===== src/rtl/sdu_mem_dump_if.sv =====
// Bus bundle for the memory dump unit. It carries the start request, the
// debug read port into data memory, the UART byte handshake and the status
// lines.
interface sdu_mem_dump_if;
  logic        start;
  logic [31:0] start_addr;
  logic [10:0] word_cnt;
  logic [31:0] addr_sdu;
  logic [31:0] data_sdu;
  logic [7:0]  tx_data;
  logic        tx_valid;
  logic        tx_ready;
  logic        busy;
  logic        done;

  // Requester / memory / UART side
  modport master (
    output start, start_addr, word_cnt, data_sdu, tx_ready,
    input  addr_sdu, tx_data, tx_valid, busy, done
  );

  // Dump unit side
  modport slave (
    input  start, start_addr, word_cnt, data_sdu, tx_ready,
    output addr_sdu, tx_data, tx_valid, busy, done
  );
endinterface


===== src/rtl/sdu_mem_dump.sv =====
// Memory dump unit. It reads words from data memory over a debug port and
// streams each word as 8 uppercase hex ASCII characters, most significant
// nibble first, followed by a newline (0x0A). Transfers use a
// valid/ready byte handshake.
module sdu_mem_dump (
  input  logic clk,
  input  logic rst,
  sdu_mem_dump_if.slave bus
);

  typedef enum logic [2:0] {IDLE, LOAD, SEND, NL, DONE} state_t;

  state_t      state_q, state_d;
  logic [9:0]  ptr;
  logic [10:0] remaining;
  logic [2:0]  nib;
  logic [31:0] word_reg;
  logic [3:0]  cur_nib;
  logic        hs;
  logic        unused_addr_hi;

  // Only a 1K-word window is addressable. The upper address bits are ignored.
  assign unused_addr_hi = |bus.start_addr[31:10];

  assign bus.tx_valid = (state_q == SEND) || (state_q == NL);
  assign bus.busy     = (state_q != IDLE);
  assign bus.done     = (state_q == DONE);
  assign bus.addr_sdu = {22'b0, ptr};
  assign hs           = bus.tx_valid & bus.tx_ready;

  // nib counts characters sent, so character 0 is bits [31:28].
  assign cur_nib = word_reg[{3'd7 - nib, 2'b00} +: 4];

  // The hex character depends only on registered state. This keeps
  // tx_data stable while the UART stalls.
  always_comb begin
    bus.tx_data = 8'h00;
    if (state_q == SEND)
      bus.tx_data = (cur_nib < 4'd10) ? {4'h3, cur_nib} : 8'h37 + {4'h0, cur_nib};
    else if (state_q == NL)
      bus.tx_data = 8'h0A;
  end

  // State register
  always_ff @(posedge clk) begin
    if (rst) state_q <= IDLE;
    else     state_q <= state_d;
  end

  // Next-state logic. A start request is seen only in IDLE, so a start
  // that arrives while busy is dropped.
  always_comb begin
    state_d = state_q;
    case (state_q)
      IDLE: if (bus.start) state_d = (bus.word_cnt != 11'd0) ? LOAD : DONE;
      LOAD: state_d = SEND;
      SEND: if (hs && nib == 3'd7) state_d = NL;
      NL:   if (hs) state_d = (remaining == 11'd1) ? DONE : LOAD;
      DONE: state_d = IDLE;
      default: state_d = IDLE;
    endcase
  end

  // Datapath: pointer, words-left counter, captured word, nibble index
  always_ff @(posedge clk) begin
    if (rst) begin
      ptr       <= '0;
      remaining <= '0;
      nib       <= '0;
      word_reg  <= '0;
    end else begin
      case (state_q)
        IDLE: if (bus.start && bus.word_cnt != 11'd0) begin
          ptr       <= bus.start_addr[9:0];
          remaining <= (bus.word_cnt > 11'd1024) ? 11'd1024 : bus.word_cnt;
        end
        LOAD: begin
          word_reg <= bus.data_sdu;
          nib      <= '0;
        end
        SEND: if (hs) nib <= nib + 3'd1;
        NL: if (hs) begin
          ptr       <= ptr + 10'd1;  // natural 10-bit wrap 1023 -> 0
          remaining <= remaining - 11'd1;
        end
        default: ;
      endcase
    end
  end

endmodule


===== src/flat_wrapper.sv =====
// flat-port wrapper written by rule: the top's interface ports become plain ports
module sdu_mem_dump_flat 
  (clk, rst, bus_start, bus_start_addr, bus_word_cnt, bus_data_sdu, bus_tx_ready, bus_addr_sdu, bus_tx_data, bus_tx_valid, bus_busy, bus_done);
  sdu_mem_dump_if bus_i ();
  input  logic clk;
  input  logic rst;
  input wire logic [$bits(bus_i.start)-1:0] bus_start;
  input wire logic [$bits(bus_i.start_addr)-1:0] bus_start_addr;
  input wire logic [$bits(bus_i.word_cnt)-1:0] bus_word_cnt;
  input wire logic [$bits(bus_i.data_sdu)-1:0] bus_data_sdu;
  input wire logic [$bits(bus_i.tx_ready)-1:0] bus_tx_ready;
  output wire logic [$bits(bus_i.addr_sdu)-1:0] bus_addr_sdu;
  output wire logic [$bits(bus_i.tx_data)-1:0] bus_tx_data;
  output wire logic [$bits(bus_i.tx_valid)-1:0] bus_tx_valid;
  output wire logic [$bits(bus_i.busy)-1:0] bus_busy;
  output wire logic [$bits(bus_i.done)-1:0] bus_done;
  assign bus_i.start = bus_start;
  assign bus_i.start_addr = bus_start_addr;
  assign bus_i.word_cnt = bus_word_cnt;
  assign bus_i.data_sdu = bus_data_sdu;
  assign bus_i.tx_ready = bus_tx_ready;
  assign bus_addr_sdu = bus_i.addr_sdu;
  assign bus_tx_data = bus_i.tx_data;
  assign bus_tx_valid = bus_i.tx_valid;
  assign bus_busy = bus_i.busy;
  assign bus_done = bus_i.done;
  sdu_mem_dump u_core (.clk(clk), .rst(rst), .bus(bus_i));
endmodule

===== config.mk =====
export PLATFORM = sky130hd
export DESIGN_NAME = sdu_mem_dump_flat
export DESIGN_NICKNAME = d
export VERILOG_FILES = /design/src/rtl/sdu_mem_dump_if.sv /design/src/rtl/sdu_mem_dump.sv /design/src/flat_wrapper.sv
export SDC_FILE = /design/constraint.sdc
export NUM_CORES = 1
export LEC_CHECK = 0
export BUFFER_PORTS_ARGS = -buffer_cell sky130_fd_sc_hd__buf_4
export CAP_MARGIN = 20
export CORE_ASPECT_RATIO = 1.1
export CORE_MARGIN = 5
export CORE_UTILIZATION = 35
export CTS_BUF_LIST = sky130_fd_sc_hd__clkbuf_8 sky130_fd_sc_hd__clkbuf_16
export DETAILED_ROUTE_END_ITERATION = 12
export HOLD_SLACK_MARGIN = 0.02
export PLACE_DENSITY_LB_ADDON = 0.08
export SYNTH_ARGS = -nofsm -noshare
export SYNTH_HDL_FRONTEND = slang
export SYNTH_SLANG_ARGS = --single-unit

===== constraint.sdc =====
create_clock -name clk -period 2.3 [get_ports clk]
set_clock_uncertainty 0.15 [all_clocks]
set_input_delay 0.345 -clock clk [delete_from_list [all_inputs] [get_ports clk]]
set_output_delay 0.345 -clock clk [all_outputs]
set_load 0.02 [all_outputs]

[Word level (Yosys, flattened, before mapping)]
Cells that the tools add are included.
Cells by class
  shift operators: 1
  $add $sub $neg: 5
  muxes and demuxes: 18
  $lt $le $gt $ge: 2
  reduce and logical (&&, ||, !) cells: 11
  bitwise operators: 1
  equality and inequality tests: 11
Operator list (count)
  two-way mux 11 bit: 3
  variable part select 32 x 6 -> 4 bit: 1
  one-hot mux 11 bit (2 select lines): 1
  two-way mux 10 bit: 2
  one-hot mux 10 bit (2 select lines): 1
  two-way mux 3 bit: 6
  two-way mux 8 bit: 2
  one-hot mux 3 bit (4 select lines): 1
  == test 11 x 1 -> 1 bit, second input constant: 1
  greater-than comparator 11 bit, second input constant: 1
  nonzero test 11 bit: 1
  subtractor 11 x 1 -> 11 bit, second input constant: 1
  adder 10 x 1 -> 10 bit, second input constant: 1
  adder 6 x 4 -> 7 bit, first input constant: 1
  == test 3 x 2 -> 1 bit, second input constant: 2
  == test 3 bit, second input constant: 2
  inequality test 2 x 1 -> 1 bit, second input constant: 3
  one-hot mux 3 bit (2 select lines): 1
  AND reduction 3 bit: 2
  < comparator 4 bit, second input constant: 1
  two-way mux 4 bit: 1
  inequality test 2 bit, second input constant: 2
  nonzero test 2 bit: 2
  adder 3 x 1 -> 3 bit, second input constant: 1
  other kinds (8): 9
Storage, ports and cells
  register bits: 59
  logic and storage cells: 54
  output and inout bits: 43
  bits of input ports: 79

[Longest topological paths before layout]
Gate-level depths: netlist of run 1.
  word-level depth: 6
  depth in mapped cells: 8
  mapped depth without buffers: 7

[Worst setup path before layout of run 1]
No wires, ideal clock.
  path type: flip-flop to output port
  start: reg u_core.nib[2]
  end: out bus_tx_data[2]
  arrival: 2.108 ns
  buffers on the path: 1
  setup slack: -0.303 ns
  data required time: 1.805 ns
  cell stages (with the launch flop): 8
  cell sequence: dfxtp_1 -> buf_2 -> mux4_2 -> mux2i_1 -> ha_1 -> nor3b_1 -> a21oi_1 -> nor2_1
Between the ends
  cells in the longest elaborated chain, start to end: 5
  elaborated cells between the ends (all ways): 6
  those cells by class: add/sub: 2; order compare: 1; shift: 1; mux: 2
RTL lines
  start: declaration: line sdu_mem_dump.sv:16  | logic [2:0] nib;
  start signal: assignment: line sdu_mem_dump.sv:81  | SEND: if (hs) nib <= nib + 3'd1;
  subtractor 3 bit (*): line sdu_mem_dump.sv:32  | assign cur_nib = word_reg[{3'd7 - nib, 2'b00} +: 4];
  variable part select 32 x 6 -> 4 bit (*): line sdu_mem_dump.sv:32
  adder 6 x 4 -> 7 bit or < comparator 4 bit (tied branches): line sdu_mem_dump.sv:39  | bus.tx_data = (cur_nib < 4'd10) ? {4'h3, cur_nib} : 8'h37 + {4'h0, cur_nib};
  two-way mux 8 bit (*): line sdu_mem_dump.sv:39
  two-way mux 8 bit (*): line sdu_mem_dump.sv:38  | if (state_q == SEND)
  end: declaration: line flat_wrapper.sv:13  | output wire logic [$bits(bus_i.tx_data)-1:0] bus_tx_data;
Every way passes the cells marked *; elsewhere a longest branch is shown, timed or not.

[Worst setup path in the final report of run 1]
  start: reg u_core.nib[2]
  end: out bus_tx_data[0]
Same word-level chain as after synthesis.

==> results of run 1 <==
## tightest hold or removal path, cell delays in order
cell and delay [ps]:
buf_4 110, nand2_1 40, a21oi_1 50
## layout by cell type, fill, tap and decap left out, drive strengths merged, types with 3 or more instances in the layout
cell,synthesis,layout
conb,1,23
nand2,86,86
xor2,4,4
clkbuf,21,9
a21oi,61,61
and3,3,3
nor4,4,4
nor3,11,11
nand4,3,3
nand3,11,11
a211oi,7,7
nand3b,3,3
o21ai,20,20
mux4,8,8
nor2,23,23
a31oi,4,4
dfxtp,59,59
nand2b,7,7
buf,33,104
or3,4,4
ha,6,6
clkinv,0,4
inv,4,5
mux2i,4,4
nor3b,9,9
o32ai,4,4
## how the worst min path moves through the flow
| stage | start | endpoint | slack (ps) |
|---|---|---|---|
| after floorplan | u_core.word_reg[17]$_SDFFE_PP0P_ | u_core.word_reg[17]$_SDFFE_PP0P_ | 280 |
| after global placement | u_core.word_reg[7]$_SDFFE_PP0P_ | u_core.word_reg[7]$_SDFFE_PP0P_ | 290 |
| after detailed placement | u_core.word_reg[7]$_SDFFE_PP0P_ | u_core.word_reg[7]$_SDFFE_PP0P_ | 300 |
| after CTS | bus_data_sdu[31] | u_core.word_reg[31]$_SDFFE_PP0P_ | 70 |
| after global routing | bus_data_sdu[31] | u_core.word_reg[31]$_SDFFE_PP0P_ | 70 |
| final | bus_data_sdu[31] | u_core.word_reg[31]$_SDFFE_PP0P_ | 80 |
## through the flow
step,TNS [ps],power [mW],hold slack [ps]
after global routing,-2930,3.86,67.2
after detailed placement,-440,2.64,297
after floorplan,-24.7,2.19,283
after global placement,-457,2.62,288
final,-2220,3.61,81.8
after CTS,-2520,3.63,70.0
## power groups by stage
stage	logic [mW]	clock network (mW)	registers, mW
final	1.33	0.968	1.32
after global routing	1.47	1.04	1.35
after CTS	1.31	0.996	1.32
after detailed placement	1.29	0	1.34
after global placement	1.28	0	1.34
after floorplan	0.866	0	1.33
## area by class of cell
type | count | area (um^2) | area share
inverters | 4 | 15.0 | 0.00343
clock inverters | 7 | 77.6 | 0.0177
multi-input cells | 328 | 1990 | 0.454
well taps | 117 | 146 | 0.0335
flip-flops and latches | 59 | 1190 | 0.272
clock buffers | 9 | 124 | 0.0283
repair buffers | 104 | 836 | 0.191
## cell families after synthesis
kind of cell,after synthesis,share of synthesized area
DFF,59,0.357
xor gates and xnor gates,4,0.0106
adders and majority gates,6,0.0227
muxes,13,0.0700
and+or+nand+nor,175,0.253
AOI/OAI and AO/OA,107,0.190
other,1,0.00113
buffers and inverters,58,0.0958
## repair_timing
item | 4_1_cts | 5_1_grt
setup endpoints to repair | 7 | 8
hold buffers | 0 | 0
endpoints found under the hold margin | 0 | 0
pin swaps | 2 | 10
buffers inserted | 2 | 0
resized for setup | 11 | 7
## per-layer routing
layer  global-route usage  vias up  part of all wire
li1                     -     1617                 -
met1                0.217     1480              0.46
met2                0.237       68              0.47
met3               0.0457       11             0.057
met4               0.0525        0             0.015
met5                    0        -                 0
==> results.tsv, run 1 <==
stage	metric	value	unit
run_status	outcome	finished, violations left	
run_status	failing checks	setup timing	
logic_synthesis	count leader, synth	nand2_1	
floorplanning	core area	9310	um^2
routing	routed vias/inst	5.06	
layout	layout cell share with drive strength beyond 1	0.303	
logic_synthesis	Synth Cell Area	3300	um^2
cts	Bufs on Longest Clock Path	2	
min_path	Hold Path Class	in2reg	
logic_synthesis	cell count after synthesis	423	
routing	WL final	8960	um
global_route	largest net degree at the start of global routing	53	
logic_synthesis	commonest cells in the netlist	86 x nand2_1, 60 x a21oi_1, 59 x dfxtp_1	
power	net load switching power	1.35	mW
placed_design	DP Area	4090	um^2
job	max_cap viols	0	
power	combinational power share	0.367	
sta	Worst Tran Pin Value	739	ps
sta	Worst slew margin	0.507	
setup_path	CP Depth	8	
cts	H-tree lvl count	3	
routing	DR iter-0 viols	119	
global_route	GRT Residual Overflow	0	
logic_synthesis	EDFF count, synth	0	
sta	endpoints failing hold	0	
cts	Root Buffer	clkbuf_8	
placed_design	Post-Place Setup Slack	-108	ps
power	Sw Ratio	0.373	
power	Reg power frac	0.365	
setup_path	CP top delay family	multiplexers	
cts	Clk pin slew, worst setup/hold paths	80	ps
placed_design	port buffer count	76	
layout	post-route cell area	4380	um^2
setup_path	critical path endpoint category	output port	
layout	synth-to-layout area growth	32.4	%
logic_synthesis	post-synthesis sequential area ratio	0.357	
global_route	first-pass GRT wire length	14500	um
floorplanning	initial core utilization	0.355	
logic_synthesis	synthesized flop and latch total	59	
setup_path	crit path launch	u_core.nib[2]$_SDFFE_PP0P_	
setup_path	reg2reg path depth	4	
logic_synthesis	warnings from Yosys	0	
sta	min cycle time layout	2650	ps
setup_path	slowest CP cell	mux4_2	
global_route	vias in the first global route	2980	
layout	FILL cells	935	
floorplanning	num rows	37	
logic_synthesis	Async S/R FF share, synth	0	
placed_design	GPL Wtd Cong	0.761	
setup_path	critical path class	reg2out	
floorplanning	Die Wd	103	um
routing	DRC viols	0	
setup_path	reg-to-reg setup timing slack	270	ps
sta	Worst Setup Slack, final	-348	ps
setup_path	CP peak stage delay	490	ps
power	Clk pwr share	0.268	
setup_path	reg2reg end	u_core.nib[0]$_SDFFE_PP0P_	
cts	worst skew pair latency	350	ps
placed_design	Placed Cells	610	
power	P_int	2.27	mW
setup_path	CP required	1800	ps
routing	routed length per instance	14.3	um
cts	Clock Sink Count	59	
logic_synthesis	synthesized area per cell	7.81	um^2
sta	RSZ-0062 raised after global routing	true	
layout	Final nets	591	
setup_path	cell mode on critical path	buf_6	
logic_synthesis	Main synth FF type	dfxtp_1	
layout	post-route insts no fill	628	
power	Pwr Density	826	nW/um^2
min_path	hold depth	3	
setup_path	R2R Path Start	u_core.state_q[0]$_SDFFE_PP0P_	
logic_synthesis	Netlist cell types	48	
setup_path	Worst Setup EP	bus_tx_data[0]	
routing	DR pass1 iterations	4	
sta	period utilization	1.15	
power	Max VDD drop	0.360	mV
cts	CTS tree	built	
setup_path	CP arrival	2150	ps
setup_path	CP Cell Sequence	buf_6 > mux4_2 > mux2i_2 > buf_4 > a21oi_2 > xor2_1 > nor2_2 > buf_6	
routing	Routed Antenna Nets	0	
sta	final-report setup violation count	7	
global_route	initial antenna violation count	0	
routing	Vias	3176	
setup_path	critical path peak fanout	6	
logic_synthesis	share of the synthesized area in the top cell type	0.357	
power	LEAKAGE	1.73	nW
logic_synthesis	largest area contributor in the netlist	dfxtp_1	
cts	CTS buffer count	9	
floorplanning	I/O pins	122	
floorplanning	die area	11500	um^2
layout	n_diodes	0	
setup_path	startpoint type of the worst setup path	flip-flop	
global_route	GR Util All Layers	0.158	
placed_design	Final HPWL DP	6410	um
sta	Final Slew Violations	0	
sta	Max Freq	0.378	GHz
layout	Final Core Density	0.470	
layout	max reg flops	32	
logic_synthesis	largest cells by area after synthesis	dfxtp_1 36%, nand2_1 9.8%, a21oi_1 9.1%, mux4_2 5.5%, buf_4 5.2%	
floorplanning	chip height	112	um
setup_path	Crit path buffers/inverters	3	
(Power assumes the default switching activity.)
==> run 2: changes to the inputs <==
==> constraint.sdc (replaced) <==
create_clock -name clk -period 2.2 [get_ports clk]
set_clock_uncertainty 0.15 [all_clocks]
set_input_delay 0.33 -clock clk [delete_from_list [all_inputs] [get_ports clk]]
set_output_delay 0.33 -clock clk [all_outputs]
set_load 0.02 [all_outputs]
==> run 2 against run 1 <==
The flow still finishes with violations (setup timing). Via count is 0.44% lower. Global-route usage fell by 0.10 points. Final cell count did not move. Design area fell by 0.83%. Combinational power is 5% higher. Core utilization fell by 0.39 points. Hold slack improved by 2.2 ps. First-iteration DRC count increased by 18%. Flip-flop and latch count is the same. Clock power shrank 12%. Largest power group unchanged.
==> results.tsv, run 2 (same netlist as run 1, synthesis figures left out) <==
stage	metric	value	unit	change
run_status	outcome	finished, violations left		unchanged
run_status	failing checks	setup timing		unchanged
power	P_int	2.24	mW	was 2.27 mW
routing	DRC viols	0		unchanged
floorplanning	Die Wd	103	um	unchanged
sta	RSZ-0062 raised after global routing	true		unchanged
placed_design	Final HPWL DP	6650	um	was 6410 um
power	Sw Ratio	0.381		was 0.373
power	LEAKAGE	1.71	nW	was 1.73 nW
setup_path	reg2reg end	u_core.ptr[0]$_SDFFE_PP0P_		was u_core.nib[0]$_SDFFE_PP0P_
layout	commonest non-fill, non-tap cell in the layout	buf_4		unchanged
layout	synth-to-layout area growth	31.3	%	was 32.4%
job	max_cap viols	0		unchanged
min_path	Hold Path Class	in2reg		unchanged
sta	Worst Setup Slack, final	-452	ps	was -348 ps
power	Pwr Density	834	nW/um^2	was 826 nW/um^2
global_route	vias in the first global route	2928		was 2980
layout	Final Core Density	0.466		was 0.470
layout	n_diodes	0		unchanged
routing	DR iter-0 viols	141		was 119
routing	Vias	3162		was 3176
setup_path	critical path class	reg2out		unchanged
global_route	first-pass GRT wire length	14400	um	was 14500 um
power	Power Total	3.62	mW	was 3.61 mW
cts	Clk pin slew, worst setup/hold paths	70	ps	was 80 ps
setup_path	CP required	1720	ps	was 1800 ps
layout	Final nets	591		unchanged
power	net load switching power	1.38	mW	was 1.35 mW
setup_path	Crit path buffers/inverters	1		was 3
placed_design	DP Area	4120	um^2	was 4090 um^2
placed_design	port buffer count	76		unchanged
min_path	hold depth	3		unchanged
setup_path	R2R Path Start	u_core.state_q[1]$_SDFFE_PP0P_		was u_core.state_q[0]$_SDFFE_PP0P_
global_route	initial antenna violation count	0		unchanged
sta	final-report setup violation count	7		unchanged
power	Max VDD drop	0.284	mV	was 0.360 mV
floorplanning	I/O pins	122		unchanged
routing	routed length per instance	14.4	um	was 14.3 um
sta	TNS Setup	-2660	ps	was -2220 ps
sta	period utilization	1.21		
layout	max reg flops	32		unchanged
setup_path	slowest CP cell	mux4_2		unchanged
power	Clk pwr share	0.236		was 0.268
cts	Clock Sink Count	59		unchanged
routing	wl on met1	3950	um	was 4110 um
layout	layout cell share with drive strength beyond 1	0.305		was 0.303
floorplanning	chip height	112	um	unchanged
setup_path	CP Cell Sequence	mux4_2 > mux2i_4 > ha_4 > nor3b_4 > a21oi_2 > nor2_2 > buf_6		was buf_6 > mux4_2 > mux2i_2 > buf_4 > a21oi_2 > xor2_1 > nor2_2 > buf_6
sta	Max Freq	0.377	GHz	
global_route	GR Util All Layers	0.157		was 0.158
layout	post-route cell area	4340	um^2	was 4380 um^2
setup_path	critical path endpoint category	output port		unchanged
floorplanning	die area	11500	um^2	unchanged
sta	min cycle time layout	2650	ps	
cts	Root Buffer	clkbuf_8		unchanged
setup_path	reg-to-reg setup timing slack	150	ps	was 270 ps
routing	WL final	9020	um	was 8960 um
routing	DR pass1 iterations	6		was 4
setup_path	CP arrival	2170	ps	was 2150 ps
floorplanning	initial core utilization	0.355		unchanged
sta	Final Slew Violations	0		unchanged
floorplanning	core area	9310	um^2	unchanged
global_route	largest net degree at the start of global routing	40		was 53
cts	CTS tree	built		unchanged
power	Reg power frac	0.380		was 0.365
routing	routed vias/inst	5.04		was 5.06
setup_path	CP peak stage delay	550	ps	was 490 ps
layout	commonest cells after routing, fill and taps aside	100 x buf_4, 85 x nand2_1, 57 x a21oi_1, 57 x dfxtp_1, 23 x conb_1		was 94 x buf_4, 86 x nand2_1, 58 x a21oi_1, 57 x dfxtp_1, 23 x conb_1
cts	H-tree lvl count	3		unchanged
cts	worst skew pair latency	340	ps	was 350 ps
setup_path	CP top delay family	multiplexers		unchanged
routing	Routed Antenna Nets	0		unchanged
sta	hold_ws	84.0	ps	was 81.8 ps
min_path	Worst Hold End	u_core.word_reg[31]$_SDFFE_PP0P_		unchanged
cts	Bufs on Longest Clock Path	2		unchanged
setup_path	startpoint type of the worst setup path	flip-flop		unchanged
routing	DR WL met3	544	um	was 508 um
min_path	hold path start	bus_data_sdu[31]		unchanged
routing	Max Used Layer	met4		unchanged
routing	DR WL met2	4490	um	was 4210 um
placed_design	GPL Wtd Cong	0.755		was 0.761
setup_path	reg2reg path depth	6		was 4
power	combinational power share	0.384		was 0.367
global_route	GRT Residual Overflow	0		unchanged
cts	CTS buffer count	9		unchanged
setup_path	critical path peak fanout	6		unchanged
floorplanning	num rows	37		unchanged
sta	endpoints failing hold	0		unchanged
## run 2: repair_timing
item	CTS	global route
endpoints found under the setup margin	7	9
setup buffers	1	1
resized for setup	10	1
pin swaps	4	2
hold buffers	0	0
## run 2: area by class of cell
cell class                      count  area (um^2)
Sequential cell                    59         1190
Clock buffer                        9          124
Clock inverter                      7         46.3
Tap cell                          117          146
Inverter                            4         15.0
Fill cell                         959         4970
Multi-Input combinational cell    328         2010
Timing Repair Buffer              104          813
## run 2: worst max-delay path by stage
stage,slack [ps],end,cells past startpoint,startpoint
CTS,-510,bus_tx_data[2],7,u_core.nib[2]$_SDFFE_PP0P_
floorplan,-100,bus_tx_data[2],7,u_core.nib[2]$_SDFFE_PP0P_
finish,-450,bus_tx_data[2],7,u_core.nib[2]$_SDFFE_PP0P_
global route,-550,bus_tx_data[2],7,u_core.nib[2]$_SDFFE_PP0P_
detailed placement,-260,bus_tx_data[1],7,u_core.nib[0]$_SDFFE_PP0P_
global placement,-210,bus_tx_data[2],7,u_core.nib[0]$_SDFFE_PP0P_
## run 2: tightest hold or removal path: cells and delay by family
kind            cells  cell delay (ps)
buf+inv             1              110
compound gates      1               50
simple gates        1               40
## run 2: power by group through the flow
stage	combinational [mW]	sequential (mW)	clock, mW
3_5_place_dp	1.39	1.40	0
3_3_place_gp	1.37	1.39	0
4_1_cts	1.41	1.37	0.892
5_1_grt	1.55	1.40	0.939
6_report	1.39	1.37	0.854
2_1_floorplan	0.926	1.39	0
## run 2: through the flow
step | instances | setup WS [ps]
5_1_grt | 628 | -547
4_1_cts | 627 | -514
2_1_floorplan | 445 | -102
3_3_place_gp | 610 | -206
6_report | 628 | -452
3_5_place_dp | 610 | -257
## run 2: layer usage
layer / vias to the layer above / GRT usage
met3: 2 / 0.0414
met4: 0 / 0.0446
met5: - / 0
met1: 1471 / 0.211
li1: 1607 / -
met2: 82 / 0.248
==> run 3: changes to the inputs <==
--- a/config.mk
+++ b/config.mk
@@ -10,7 +10,6 @@
 export CORE_ASPECT_RATIO = 1.1
 export CORE_MARGIN = 5
 export CORE_UTILIZATION = 35
-export CTS_BUF_LIST = sky130_fd_sc_hd__clkbuf_8 sky130_fd_sc_hd__clkbuf_16
 export DETAILED_ROUTE_END_ITERATION = 12
 export HOLD_SLACK_MARGIN = 0.02
 export PLACE_DENSITY_LB_ADDON = 0.08
==> run 3 against run 2 <==
The flow still finishes with violations (setup timing). Design area did not move. Die area unchanged. Maximum frequency hardly changed. Largest cell class unchanged. Hold slack is essentially flat. Register-to-register slack about the same. Non-clock buffer count unchanged. Final cell count is the same. Highest routed layer unchanged. Largest power group unchanged. First-iteration DRC count is 0.71% higher. Core utilization unchanged. Total power about the same.
==> results.tsv, run 3 (same netlist as run 1, synthesis figures left out) <==
stage	metric	value	unit	change
run_status	outcome	finished, violations left		unchanged
run_status	failing checks	setup timing		unchanged
sta	Max Freq	0.377	GHz	about the same
layout	register area	1190	um^2	unchanged
setup_path	critical path endpoint category	output port		unchanged
sta	endpoints failing hold	0		unchanged
setup_path	crit path launch	u_core.nib[2]$_SDFFE_PP0P_		unchanged
floorplanning	core area	9310	um^2	unchanged
floorplanning	chip height	112	um	unchanged
layout	max reg flops	32		unchanged
layout	post-route insts no fill	628		unchanged
sta	TNS Setup	-2660	ps	about the same
power	LEAKAGE	1.71	nW	about the same
setup_path	critical path peak fanout	6		unchanged
floorplanning	die area	11500	um^2	unchanged
setup_path	reg2reg end	u_core.ptr[0]$_SDFFE_PP0P_		unchanged
routing	DRC viols	0		unchanged
cts	Bufs on Longest Clock Path	2		unchanged
setup_path	CP peak stage delay	550	ps	about the same
routing	DR iter-0 viols	142		was 141
layout	post-route cell area	4340	um^2	unchanged
floorplanning	Die Wd	103	um	unchanged
cts	Root Buffer	clkbuf_8		unchanged
sta	Final Slew Violations	0		unchanged
floorplanning	I/O pins	122		unchanged
setup_path	slowest CP cell	mux4_2		unchanged
layout	commonest non-fill, non-tap cell in the layout	buf_4		unchanged
layout	n_diodes	0		unchanged
global_route	first-pass GRT wire length	14400	um	unchanged
job	max_cap viols	0		unchanged
layout	area of the multi-input gates	2010	um^2	unchanged
layout	synth-to-layout area growth	31.3	%	unchanged
power	Pwr Density	834	nW/um^2	about the same
placed_design	port buffer count	76		unchanged
cts	worst skew pair latency	340	ps	about the same
min_path	hold path start	bus_data_sdu[31]		unchanged
power	Power Total	3.62	mW	about the same
power	Max VDD drop	0.284	mV	about the same
routing	WL final	9020	um	unchanged
floorplanning	initial core utilization	0.355		unchanged
setup_path	CP required	1720	ps	about the same
routing	Routed Antenna Nets	0		unchanged
routing	routed vias/inst	5.05		was 5.04
setup_path	reg2reg path depth	6		unchanged
setup_path	critical path class	reg2out		unchanged
placed_design	Final HPWL DP	6650	um	unchanged
cts	Clk pin slew, worst setup/hold paths	70	ps	about the same
layout	Final Core Density	0.466		unchanged
min_path	Hold Path Class	in2reg		unchanged
global_route	vias in the first global route	2928		unchanged
routing	DR pass1 iterations	7		was 6
min_path	Worst Hold End	u_core.word_reg[31]$_SDFFE_PP0P_		unchanged
layout	FILL cells	959		unchanged
cts	CTS buffer count	9		unchanged
routing	Vias	3173		was 3162
global_route	GR Util All Layers	0.157		unchanged
global_route	initial antenna violation count	0		unchanged
cts	Post-CTS Hold Buffers	0		unchanged
routing	routed length per instance	14.4	um	unchanged
sta	Worst Setup Slack, final	-452	ps	about the same
layout	Final nets	591		unchanged
min_path	hold depth	3		unchanged
sta	period utilization	1.21		about the same
sta	min cycle time layout	2650	ps	about the same
placed_design	Placed Cells	610		unchanged
setup_path	R2R Path Start	u_core.state_q[1]$_SDFFE_PP0P_		unchanged
setup_path	startpoint type of the worst setup path	flip-flop		unchanged
global_route	GRT Residual Overflow	0		unchanged
placed_design	GPL Wtd Cong	0.755		unchanged
setup_path	CP arrival	2170	ps	about the same
sta	RSZ-0062 raised after global routing	true		unchanged
cts	H-tree lvl count	3		unchanged
cts	Clock Sink Count	59		unchanged
placed_design	Post-Place Setup Slack	-257	ps	unchanged
setup_path	CP Cell Sequence	mux4_2 > mux2i_4 > ha_4 > nor3b_4 > a21oi_2 > nor2_2 > buf_6		unchanged
layout	commonest cells after routing, fill and taps aside	100 x buf_4, 85 x nand2_1, 57 x a21oi_1, 57 x dfxtp_1, 23 x conb_1		unchanged
setup_path	reg-to-reg setup timing slack	150	ps	about the same
global_route	largest net degree at the start of global routing	40		unchanged
layout	layout cell share with drive strength beyond 1	0.305		unchanged
sta	hold_ws	84.2	ps	was 84.0 ps
floorplanning	num rows	37		unchanged
placed_design	DP Area	4120	um^2	unchanged
sta	final-report setup violation count	7		unchanged
cts	CTS tree	built		unchanged
-- run 3: changes by cell type in the layout (fill, tap and decap cells not counted), sizes merged --
cell    delta
clkbuf     +1
inv        -1
-- run 3: layer usage --
layer / track usage / up-vias / part of all wire
met5: 0 / - / 0
met4: 0.0446 / 0 / 0.0041
met3: 0.0414 / 2 / 0.059
met2: 0.248 / 85 / 0.50
met1: 0.211 / 1477 / 0.44
li1: - / 1609 / -
-- run 3: critical path, delay by kind of cell, from the launching register on --
family                     cells  cell delay [ps]
and+or+nand+nor                2              260
DFF                            1              410
buffers and inverters          1              120
adders and majority gates      1              170
muxes                          2              790
AOI/OAI and AO/OA              1               80
-- run 3: worst max-delay path by stage --
| stage | to | depth (start not counted) |
|---|---|---|
| after global placement | bus_tx_data[2] | 7 |
| after CTS | bus_tx_data[2] | 7 |
| final | bus_tx_data[2] | 7 |
| after detailed placement | bus_tx_data[1] | 7 |
| after floorplan | bus_tx_data[2] | 7 |
| after global routing | bus_tx_data[2] | 7 |
-- run 3: final cells by class --
| type | count | area share |
|---|---|---|
| Clock inverter | 6 | 0.00980 |
| Tap cell | 117 | 0.0337 |
| Timing Repair Buffer | 104 | 0.187 |
| Sequential cell | 59 | 0.274 |
| Inverter | 4 | 0.00346 |
| Clock buffer | 10 | 0.0294 |
| Multi-Input combinational cell | 328 | 0.462 |
-- run 3: power breakdown --
group / internal [mW] / leakage, nW / switching, mW
logic: 0.601 / 1.14 / 0.788
clock network: 0.408 / 0.0822 / 0.448
registers: 1.23 / 0.484 / 0.141
total: 2.24 / 1.71 / 1.38
-- run 3: timing repair --
action                                  4_1_cts  5_1_grt
endpoints found under the setup margin        7        9
cloned                                        0        0
pin swaps                                     4        2
resized for setup                            10        1
setup buffers                                 1        1
